--- src/rtl/alsu_coll_pkg.sv ---
// Shared types and constants for the ALSU result collector.
package alsu_coll_pkg;

  localparam int unsigned RES_W     = 6;
  // Entry seq field is sized for the widest supported SEQ_W; the top slices it.
  localparam int unsigned SEQ_W_MAX = 8;

  typedef logic signed [RES_W-1:0] res_t;

  localparam res_t       MAX_RESET   = 6'sb10_0000;
  localparam logic [7:0] ERR_CNT_MAX = 8'd255;

  typedef struct packed {
    res_t                 data;
    logic                 err;
    logic [SEQ_W_MAX-1:0] seq;
  } entry_t;

endpackage

--- src/rtl/alsu_coll_fifo.sv ---
// First-word-fall-through FIFO with a registered head so the output holds the
// last head value while empty.
module alsu_coll_fifo #(
  parameter int unsigned DEPTH = 4,
  parameter type entry_t = alsu_coll_pkg::entry_t
) (
  input  logic   clk,
  input  logic   rst,
  input  logic   push,
  input  logic   pop,
  input  entry_t wdata,
  output entry_t rdata,
  output logic   full,
  output logic   empty
);

  localparam int unsigned AW = $clog2(DEPTH);

  logic [AW:0] wptr_q, wptr_d;
  logic [AW:0] rptr_q, rptr_d;
  entry_t      mem [DEPTH];
  entry_t      head_q, head_d;

  always_comb begin
    wptr_d = wptr_q + {{AW{1'b0}}, push};
    rptr_d = rptr_q + {{AW{1'b0}}, pop};
    head_d = head_q;
    if (rptr_d != wptr_d) begin
      // The new head is the entry being written this cycle when its slot matches.
      if (push && (rptr_d[AW-1:0] == wptr_q[AW-1:0])) begin
        head_d = wdata;
      end else begin
        head_d = mem[rptr_d[AW-1:0]];
      end
    end
  end

  always_ff @(posedge clk) begin
    if (push) begin
      mem[wptr_q[AW-1:0]] <= wdata;
    end
  end

  always_ff @(posedge clk) begin
    if (rst) begin
      wptr_q <= '0;
      rptr_q <= '0;
      head_q <= '0;
    end else begin
      wptr_q <= wptr_d;
      rptr_q <= rptr_d;
      head_q <= head_d;
    end
  end

  assign empty = (rptr_q == wptr_q);
  assign full  = (rptr_q[AW-1:0] == wptr_q[AW-1:0]) && (rptr_q[AW] != wptr_q[AW]);
  assign rdata = head_q;

endmodule

--- src/rtl/alsu_result_collector.sv ---
// Collects tagged ALSU results into a FIFO with drop detection.
// Define ALSU_COLL_STATS_EN to enable the err_cnt / max_out statistics.
module alsu_result_collector
  import alsu_coll_pkg::*;
#(
  parameter int unsigned DEPTH  = 4,
  parameter int unsigned LEDS_W = 16,
  parameter int unsigned SEQ_W  = 4
) (
  input  logic                    clk,
  input  logic                    rst,
  input  logic                    in_valid,
  input  logic signed [RES_W-1:0] alsu_out,
  input  logic [LEDS_W-1:0]       alsu_leds,
  output logic                    m_valid,
  input  logic                    m_ready,
  output logic signed [RES_W-1:0] m_data,
  output logic                    m_err,
  output logic [SEQ_W-1:0]        m_seq,
  output logic                    full,
  output logic                    empty,
  output logic                    ovf,
  input  logic                    clr_ovf,
  output logic [7:0]              err_cnt,
  output logic signed [RES_W-1:0] max_out
);

  logic                 push, pop, drop;
  logic [SEQ_W-1:0]     seq_q;
  logic                 ovf_q;
  entry_t               wr_entry, head;
  logic [SEQ_W_MAX-1:0] unused_seq;

  assign m_valid = !empty;
  assign pop     = m_valid && m_ready;
  assign push    = in_valid && (!full || pop);
  assign drop    = in_valid && full && !pop;

  always_comb begin
    wr_entry      = '0;
    wr_entry.data = alsu_out;
    wr_entry.err  = |alsu_leds;
    wr_entry.seq  = SEQ_W_MAX'(seq_q);
  end

  alsu_coll_fifo #(
    .DEPTH   (DEPTH),
    .entry_t (entry_t)
  ) u_fifo (
    .clk   (clk),
    .rst   (rst),
    .push  (push),
    .pop   (pop),
    .wdata (wr_entry),
    .rdata (head),
    .full  (full),
    .empty (empty)
  );

  assign m_data     = head.data;
  assign m_err      = head.err;
  assign m_seq      = head.seq[SEQ_W-1:0];
  assign unused_seq = head.seq;

  // Tags advance on every offered result, so drops show up as gaps.
  always_ff @(posedge clk) begin
    if (rst) begin
      seq_q <= '0;
      ovf_q <= 1'b0;
    end else begin
      if (in_valid) begin
        seq_q <= seq_q + 1'b1;
      end
      if (drop) begin
        ovf_q <= 1'b1;
      end else if (clr_ovf) begin
        ovf_q <= 1'b0;
      end
    end
  end

  assign ovf = ovf_q;

`ifdef ALSU_COLL_STATS_EN
  logic [7:0] err_cnt_q;
  res_t       max_q;

  always_ff @(posedge clk) begin
    if (rst) begin
      err_cnt_q <= '0;
      max_q     <= MAX_RESET;
    end else begin
      if (in_valid && (|alsu_leds) && (err_cnt_q != ERR_CNT_MAX)) begin
        err_cnt_q <= err_cnt_q + 8'd1;
      end
      if (push && (alsu_out > max_q)) begin
        max_q <= alsu_out;
      end
    end
  end

  assign err_cnt = err_cnt_q;
  assign max_out = max_q;
`else
  assign err_cnt = '0;
  assign max_out = '0;
`endif

endmodule

--- config.mk ---
export PLATFORM = sky130hd
export DESIGN_NAME = alsu_result_collector
export DESIGN_NICKNAME = d
export VERILOG_FILES = /design/src/rtl/alsu_coll_pkg.sv /design/src/rtl/alsu_coll_fifo.sv /design/src/rtl/alsu_result_collector.sv
export SDC_FILE = /design/constraint.sdc
export NUM_CORES = 1
export LEC_CHECK = 0
export CAP_MARGIN = 15
export CORE_MARGIN = 2
export CORE_UTILIZATION = 50
export DETAILED_ROUTE_END_ITERATION = 10
export PLACE_DENSITY = 0.78
export SYNTH_ARGS = -nofsm -noshare
export SYNTH_HDL_FRONTEND = slang
export SYNTH_SLANG_ARGS = --single-unit
--- constraint.sdc ---
create_clock -name clk -period 2.9 [get_ports clk]
set_input_delay 0.29 -clock clk [delete_from_list [all_inputs] [get_ports clk]]
set_output_delay 0.29 -clock clk [all_outputs]
set_load 0.05 [all_outputs]
# After elaboration in Yosys (flattened, before gate mapping)

Memory sizes are Yosys's and may differ from the RTL's. A register that Yosys moved wholly into a read port is not among the register bits.
Cells that the tools add are included.

Flip-flop bits (word level): 11
RAM bits: 44
Input port bits: 27
Output and inout bits: 29
Memories: 1

$add $sub $neg: 3
Equal/unequal tests: 4
Multiplexer cells: 4
Reductions and logical operators: 11

Memories:

| name       | depth | width | rd ports | clocked after memory_dff | write ports | RTL line             | text |
|---|---|---|---|---|---|---|---|
| u_fifo.mem | 4     | 11    | 1        | 1                        | 1           | alsu_coll_fifo.sv:21 | `entry_t mem [DEPTH];` |

Operators by type and width:

| operator                                     | number |
|---|---|
| OR reduction 16 bit                          | 1 |
| adder 3 x 1 -> 3 bit                         | 2 |
| logical AND 1 bit                            | 5 |
| adder 4 x 1 -> 4 bit (second input constant) | 1 |
| two-way mux 1 bit                            | 4 |
| equality test 3 bit                          | 1 |
| zero test 1 bit                              | 3 |
| inequality test 3 bit                        | 1 |
| equality test 2 bit                          | 1 |
| nonzero test 2 bit                           | 1 |
| logical OR 1 bit                             | 1 |
| inequality test 1 bit                        | 1 |

# Depth between registers and ports, before layout

Gate-level depths: netlist (run 1).

Depth in word-level cells: 7
Gate-level depth with buffers: 11
Depth with buffers taken out: 9

# Modules after synthesis

Synthesis (run 1) repeated with hierarchy kept, for this count alone.

Cells, all modules: 243
Area total of the unflattened synthesis: 3761.1 um^2

Modules (own cells, without submodules):

| module                | times used | cells an instance | area an instance (um^2) | sequential area each (um^2) |
|---|---|---|---|---|
| alsu_coll_fifo        | 1          | 199               | 3392.0                  | 2222.1 |
| alsu_result_collector | 1          | 44                | 369.1                   | 100.1 |

# Worst setup path after synthesis (run 1)

OpenSTA, ideal clock, no wires.

Kind: register to register
Start point: register u_fifo.wptr_q[1]
End point: register u_fifo.rdata[12] (netlist name)
Setup time: 91 ps
Arrival: 2563 ps
Slack: 246 ps
Stages on the path, launching flop included: 12
Buffers on the path: 2
Cells stage by stage: dfxtp_1 xor2_1 o41ai_4 inv_2 buf_6 ha_1 ha_1 xnor2_1 xor2_1 or2_2 clkbuf_1 a311oi_1

Word-level cells in the longest chain between the ends: 7
Elaborated cells on any way between the ends: 11

Ends and longest elaborated chain:

| item                                                              | RTL line                                                 | text |
|---|---|---|
| start: declaration                                                | alsu_coll_fifo.sv:19                                     | `logic [AW:0] wptr_q, wptr_d;` |
| start signal: assignment                                          | alsu_coll_fifo.sv:50                                     | `wptr_q <= wptr_d;` |
| equality test 3 bit / equality test 2 bit (equally long branches) | alsu_coll_fifo.sv:56, alsu_coll_fifo.sv:57               |  |
| zero test 1 bit / logical AND 1 bit (equally long branches)       | alsu_result_collector.sv:34, alsu_coll_fifo.sv:57        |  |
| logical AND 1 bit / zero test 1 bit (equally long branches)       | alsu_result_collector.sv:35, alsu_result_collector.sv:36 |  |
| logical OR 1 bit                                                  | alsu_result_collector.sv:36                              | `assign push = in_valid && (!full \|\| pop);` |
| logical AND 1 bit                                                 | alsu_result_collector.sv:36                              |  |
| adder 3 x 1 -> 3 bit                                              | alsu_coll_fifo.sv:25                                     | `wptr_d = wptr_q + {{AW{1'b0}}, push};` |
| inequality test 3 bit                                             | alsu_coll_fifo.sv:28                                     | `if (rptr_d != wptr_d) begin` |

Parallel ways exist; a longest one is shown, timed or not.
A chain may end at the register's enable or synchronous reset.

# Final worst setup path (run 1)

Start point: register u_fifo.wptr_q[0]
End point: register u_fifo.rdata[11] (netlist name)

Elaborated cells on any way between the ends: 11

RTL lines:

| item                   | RTL line                    | text |
|---|---|---|
| equality test 3 bit *  | alsu_coll_fifo.sv:56        | `assign empty = (rptr_q == wptr_q);` |
| zero test 1 bit *      | alsu_result_collector.sv:34 | `assign m_valid = !empty;` |
| logical AND 1 bit *    | alsu_result_collector.sv:35 | `assign pop = m_valid && m_ready;` |
| adder 3 x 1 -> 3 bit * | alsu_coll_fifo.sv:26        | `rptr_d = rptr_q + {{AW{1'b0}}, pop};` |
| net u_fifo.rptr_d[0]   | alsu_coll_fifo.sv:20        | `logic [AW:0] rptr_q, rptr_d;` |
| inequality test 3 bit  | alsu_coll_fifo.sv:28        |  |

The timed path passes the listed nets; every way through them passes the cells marked *.

==> results of run 1 <==
where the power goes:
| part | internal (mW) | switching, mW | leakage, nW | total [mW] |
|---|---|---|---|---|
| registers | 1.11 | 0.0627 | 0.598 | 1.17 |
| logic | 0.493 | 0.741 | 0.567 | 1.23 |
| clock network | 0.409 | 0.335 | 0.100 | 0.744 |
routing by layer:
layer	routed length, µm	share of wire	vias to the layer above	global-route usage
li1	-	-	856	-
met1	2277	0.41	887	0.2156
met2	2858	0.51	75	0.3311
met3	353	0.063	8	0.06448
met4	87	0.016	0	0.08966
met5	0	0	-	0
area by class of cell:
type                       count  area share
multi-input combinational    121      0.2679
tap                           72     0.02555
clock inverter                 4    0.006033
timing repair buffer          55      0.1462
inverter                       4    0.004258
clock buffer                  12     0.05039
sequential                    66      0.4996
stage by stage:
step | cells | total power [mW] | util | setup WS (ps) | area [µm²]
2_1_floorplan | 219 | 2.061 | - | 246.0 | 2900
3_3_place_gp | 318 | 2.407 | 0.6042 | 280.1 | 3327
3_5_place_dp | 318 | 2.431 | 0.6042 | 159.7 | 3327
4_1_cts | 334 | 3.173 | 0.6403 | 242.9 | 3526
5_1_grt | 334 | 3.300 | 0.6403 | 11.94 | 3526
6_report | 334 | 3.152 | 0.6403 | 244.8 | 3526
worst reg2reg max path: stages, from the launching register on:
cell	delay, ps
dfxtp_1	480
xor2_1	350
nor2_1	100
a21oi_1	160
ha_1	410
xnor2_1	230
nand2_1	370
o21ai_0	130
a311oi_1	310
path summary, 6_finish.rpt:
check	endpoint	slack (ps)	cells past startpoint
hold reg to reg	ovf$_SDFFE_PP0P_	500	2
setup / recovery	u_fifo.rdata[11]$_SDFFE_PP0P_	240	8
hold / removal	ovf$_SDFFE_PP0P_	500	2
setup reg to reg	u_fifo.rdata[11]$_SDFFE_PP0P_	240	8
layout by cell type (no fill, tap or decap), types with 2 or more instances in the layout:
master / Yosys / layout
edfxtp_1: 44 / 44
clkdlybuf4s50_1: 0 / 41
dfxtp_1: 22 / 22
conb_1: 1 / 14
buf_4: 14 / 14
nor3_1: 13 / 13
nand3_1: 11 / 11
mux4_2: 11 / 11
a311oi_1: 11 / 11
nor2_1: 9 / 9
clkbuf_8: 0 / 9
xnor2_1: 8 / 8
o21ai_1: 7 / 7
xor2_1: 5 / 5
nand2_1: 5 / 5
ha_1: 5 / 5
nor4_1: 4 / 4
nor2b_1: 4 / 4
inv_1: 3 / 3
o21ai_0: 3 / 3
nand4_1: 2 / 2
clkbuf_16: 0 / 2
clkinv_2: 0 / 2
logic make-up (layout without fill, tap and decap cells):
family	after synthesis	in the layout
AOI/OAI and AO/OA	25	25
xor gates and xnor gates	13	13
adders and majority gates	5	5
buffers and inverters	32	75
DFF	66	66
muxes	12	12
other	1	14
and+or+nand+nor	52	52
state kept, by name, summed over array words and instances (netlist names):
signal and flops:
u_fifo.mem 44, ovf 1, u_fifo.wptr_q 3, u_fifo.rptr_q 3, u_fifo.rdata 11, seq_q 4
==> flow_summary.json, run 1 <==
{
  "status": "finished, final reports clean",
  "synth_area_leaders": "edfxtp_1, dfxtp_1, mux4_2",
  "drcViolationCount": 0,
  "path_max_fanout": 11,
  "port-buffer-count": 41,
  "insertion_delay_ps": 340,
  "wl_um": 5575,
  "final.setup_skew_ps": 7.273,
  "fin_tns_setup_ps": 0,
  "grt_pass1_vias": 1819,
  "clk_pin_slew_ps": 70,
  "coreArea_um2": 5507,
  "synth_simple_gate_area_frac": 0.09171,
  "drive_gt1_frac": 0.1641,
  "die_area_um2": 6323,
  "area.growth.synth_to_final_pct": 23.65,
  "power_density_nw_per_um2": 893.9,
  "synth-xor-area-share": 0.03993,
  "min-delay-start": "ovf$_SDFFE_PP0P_",
  "overflow": 0,
  "slowest_delay_ps": 480,
  "slowest_stage": "dfxtp_1",
  "synthCells": 206,
  "ir_drop_uv": 447.4,
  "yosysTopAreaCell": "edfxtp_1",
  "synth_top_area_frac": 0.4634,
  "finalWeightedCongestion": 0.7832,
  "cts_tree": "done",
  "post_cts_resized": 0,
  "drv_cap": 0,
  "hold_slack_ps": 504.9,
  "post_cts_buffers": 0,
  "io_pins": 56,
  "final_antenna_net_count": 0,
  "multiInputGateArea_um2": 944.7,
  "synth_compound_area_frac": 0.06889,
  "wl_per_cell_um": 16.69,
  "ctsHoldBuffers": 0,
  "fillers": 423,
  "syn_area_per_cell_um2": 13.84,
  "synth_top_family_by_area": "simple AND/OR/NAND/NOR gates",
  "cp.required_ps": 3120,
  "min_path_type": "flop to flop",
  "initial_core_util": 0.5178,
  "ff_latch_area_um2": 1762,
  "max_freq_mhz": 376.6,
  "yosys_most_used_dff": "edfxtp_1",
  "grt_setup_unrepaired": "no",
  "yosysWarnings": 0,
  "numCtsBuffers": 9,
  "grt_max_degree": 23,
  "grtUsageTotal": 0.1928,
  "grt_pass1_wl_um": 8735,
  "leakagePower_nw": 1.266,
  "yosys.cell_types.count": 34,
  "htree_levels": 3,
  "crit_type": "flop to flop",
  "synth_edf_count": 44,
  "synth-seq-cells": 66,
  "path_cells": "xor2_1 > nor2_1 > a21oi_1 > ha_1 > xnor2_1 > nand2_1 > o21ai_0 > a311oi_1",
  "r2r-start": "u_fifo.wptr_q[0]$_SDFF_PP0_",
  "die_w_um": 79.52,
  "yosysMostFrequentCell": "edfxtp_1",
  "viasPerCell": 5.467,
  "diodes": 0,
  "grt_antenna_before_repair": 0,
  "dr.pass1.iters": 4,
  "final.min_clock_period_ps": 2655,
  "maxSlewHeadroom": 0.2697,
  "crit_family": "compound AO/OA/AOI/OAI gates",
  "endpoint_kind": "flop",
  "cp-startpoint": "u_fifo.wptr_q[0]$_SDFF_PP0_",
  "worst-path-buf-inv": 0,
  "finalCritPeriodShare": 0.9156,
  "synth_fa_ha_area_frac": 0.02194,
  "cts.sinks": 66,
  "finalHoldViolCount": 0,
  "rows": 27,
  "routed-via-count": 1826,
  "yosysSeqAreaShare": 0.6178,
  "ys_async_sr_fraction": 0,
  "die_h_um": 79.52,
  "initialDrtViolationCount": 98,
  "final_nets": 289,
  "muxShareOfSynthArea": 0.09039,
  "syn_area_um2": 2851,
  "setup_violations": 0,
  "arrival_ps": 2880,
  "synthTopCellsByCount": "edfxtp_1, dfxtp_1, buf_4, nor3_1",
  "critical_path.startpoint_type": "flop",
  "root_buffer": "clkbuf_8",
  "worstMarginPinSlew_ps": 1091,
  "maxSlewViolCount": 0,
  "hpwl_um": 3827,
  "clk_path_buf_depth": 2
}
No activity file was read; power rests on OpenSTA's default activity.
==> run 2: changes to the inputs <==
--- a/config.mk
+++ b/config.mk
@@ -8,8 +8,10 @@
 export CAP_MARGIN = 15
 export CORE_MARGIN = 2
 export CORE_UTILIZATION = 50
+export CTS_CLUSTER_DIAMETER = 40
 export DETAILED_ROUTE_END_ITERATION = 10
 export PLACE_DENSITY = 0.78
+export SKIP_CTS_REPAIR_TIMING = 1
 export SYNTH_ARGS = -nofsm -noshare
 export SYNTH_HDL_FRONTEND = slang
 export SYNTH_SLANG_ARGS = --single-unit
==> results of run 2 <==
Final layout, timing and power as in run 1 (identical DEF).
==> run 3: changes to the inputs <==
--- a/config.mk
+++ b/config.mk
@@ -7,10 +7,10 @@
 export LEC_CHECK = 0
 export CAP_MARGIN = 15
 export CORE_MARGIN = 2
-export CORE_UTILIZATION = 50
+export CORE_UTILIZATION = 43
 export CTS_CLUSTER_DIAMETER = 40
 export DETAILED_ROUTE_END_ITERATION = 10
-export PLACE_DENSITY = 0.78
+export PLACE_DENSITY = 0.68
 export SKIP_CTS_REPAIR_TIMING = 1
 export SYNTH_ARGS = -nofsm -noshare
 export SYNTH_HDL_FRONTEND = slang
==> run 3 against run 2 <==
Net effect: via count is 0.49% lower; sequential power about the same; maximum frequency rose by 3.1%; die area up 15%; register-to-register slack improved by 80 ps; clock skew increased by 5.1 ps.
==> flow_summary.json, run 3 (synthesis results as in run 1) <==
{
  "final_common_cell": "edfxtp_1",
  "pwr-share-clk": 0.237,
  "critical_path.startpoint_type": "flop",
  "dr.pass1.iters": 4,
  "slowest_stage": "dfxtp_1",
  "final_antenna_net_count": 0,
  "slowest_delay_ps": 480,
  "worstMarginPinSlew_ps": 1089,
  "worst-path-buf-inv": 0,
  "coreArea_um2": 6386,
  "wl_per_cell_um": 16.80,
  "ir_drop_uv": 622.2,
  "hpwl_um": 3806,
  "drive_gt1_frac": 0.1648,
  "status": "finished, final reports clean",
  "grt_antenna_before_repair": 0,
  "initialDrtViolationCount": 112,
  "cts_tree": "done",
  "port-buffer-count": 41,
  "cp.required_ps": 3080,
  "path_cells": "xor2_1 > nor2_1 > a21oi_1 > ha_1 > ha_1 > xnor2_1 > nand2_1 > o21ai_0 > a311oi_1",
  "insertion_delay_ps": 340,
  "p_sw_mw": 1.136,
  "clk_pin_slew_ps": 80,
  "final_nets": 288,
  "wl_um": 5679,
  "maxSlewViolCount": 0,
  "grt_pass1_wl_um": 9121,
  "maxSlewHeadroom": 0.2711,
  "finalCritPeriodShare": 0.8882,
  "placed_area_um2": 3326,
  "cts.sinks": 66,
  "drv_cap": 0,
  "max_freq_mhz": 388.2,
  "numCtsBuffers": 9,
  "root_buffer": "clkbuf_8",
  "final.setup_skew_ps": 12.38,
  "clk_path_buf_depth": 2,
  "finalHoldViolCount": 0,
  "p_int_mw": 2.013,
  "largest_register_ffs": 44,
  "initial_core_util": 0.4465,
  "seqPwrFrac": 0.375,
  "grt_pass1_vias": 1792,
  "endpoint_kind": "flop",
  "min_path_type": "flop to flop",
  "io_pins": 56,
  "power_density_nw_per_um2": 894.7,
  "rows": 29,
  "worst_path_most_repeated_cell": "ha_1",
  "final_cell_mix": "edfxtp_1, clkdlybuf4s50_1, dfxtp_1",
  "viasPerCell": 5.376,
  "fin_area_um2": 3520,
  "leakagePower_nw": 1.260,
  "path_max_fanout": 11,
  "die_area_um2": 7299,
  "htree_levels": 3,
  "drcViolationCount": 0,
  "routed-via-count": 1817,
  "crit_family": "XOR/XNOR gates",
  "die_w_um": 85.44,
  "area.growth.synth_to_final_pct": 23.43,
  "grtUsageTotal": 0.1715,
  "crit_type": "flop to flop",
  "comb_power_share": 0.388,
  "finalWeightedCongestion": 0.7736,
  "grt_max_degree": 23,
  "setup_violations": 0,
  "grt_setup_unrepaired": "no",
  "diodes": 0,
  "overflow": 0,
  "fin_tns_setup_ps": 0,
  "die_h_um": 85.44,
  "sw_frac_of_total": 0.3607,
  "fillers": 547,
  "fin_ws_ps": 324.1,
  "dp_slack_ps": 130.2,
  "final.min_clock_period_ps": 2576,
  "arrival_ps": 2760
}
-- run 3: per-stage QoR --
step / total power [mW] / util / hold slack (ps) / instances
after floorplan: 2.061 / - / 361.6 / 219
after global placement: 2.415 / 0.5208 / 469.8 / 322
after detailed placement: 2.432 / 0.5208 / 479.2 / 322
after CTS: 3.190 / 0.5511 / 498.3 / 338
after global routing: 3.318 / 0.5511 / 517.2 / 338
final: 3.149 / 0.5511 / 487.8 / 338
-- run 3: layout make-up --
cell class / instances / area, µm² / area share
Multi-Input combinational cell: 121 / 944.7 / 0.2684
Timing Repair Buffer: 54 / 508.0 / 0.1443
Clock buffer: 10 / 137.6 / 0.03910
Sequential cell: 66 / 1762 / 0.5005
Clock inverter: 6 / 56.30 / 0.01600
Inverter: 4 / 15.01 / 0.004266
Tap cell: 77 / 96.34 / 0.02737
-- run 3: worst paths after layout --
kind / start / to / slack [ps] / cells past startpoint
min reg2reg: ovf$_SDFFE_PP0P_ / ovf$_SDFFE_PP0P_ / 490 / 2
min: ovf$_SDFFE_PP0P_ / ovf$_SDFFE_PP0P_ / 490 / 2
max reg2reg: u_fifo.wptr_q[0]$_SDFF_PP0_ / u_fifo.rdata[14]$_SDFFE_PP0P_ / 320 / 9
max: u_fifo.wptr_q[0]$_SDFF_PP0_ / u_fifo.rdata[14]$_SDFFE_PP0P_ / 320 / 9
-- run 3: tightest hold or removal path, stage by stage (launching register included) --
cell	delay [ps]
dfxtp_1	330
a32oi_1	50
nor2_1	70
-- run 3: routing by layer --
metal	global-route usage	wire length [µm]	up-vias	part of all wire
met4	0.08514	155	0	0.027
met5	0	0	-	0
met1	0.2220	2326	860	0.41
li1	-	-	851	-
met3	0.06128	502	16	0.088
met2	0.2557	2694	90	0.47
-- run 3: power by group through the flow --
| stage | logic [mW] | registers [mW] | clock network [mW] |
|---|---|---|---|
| after global routing | 1.32 | 1.19 | 0.809 |
| after global placement | 1.21 | 1.20 | 0 |
| after detailed placement | 1.23 | 1.20 | 0 |
| after CTS | 1.23 | 1.18 | 0.772 |
| after floorplan | 0.657 | 1.40 | 0 |
| final | 1.22 | 1.18 | 0.747 |
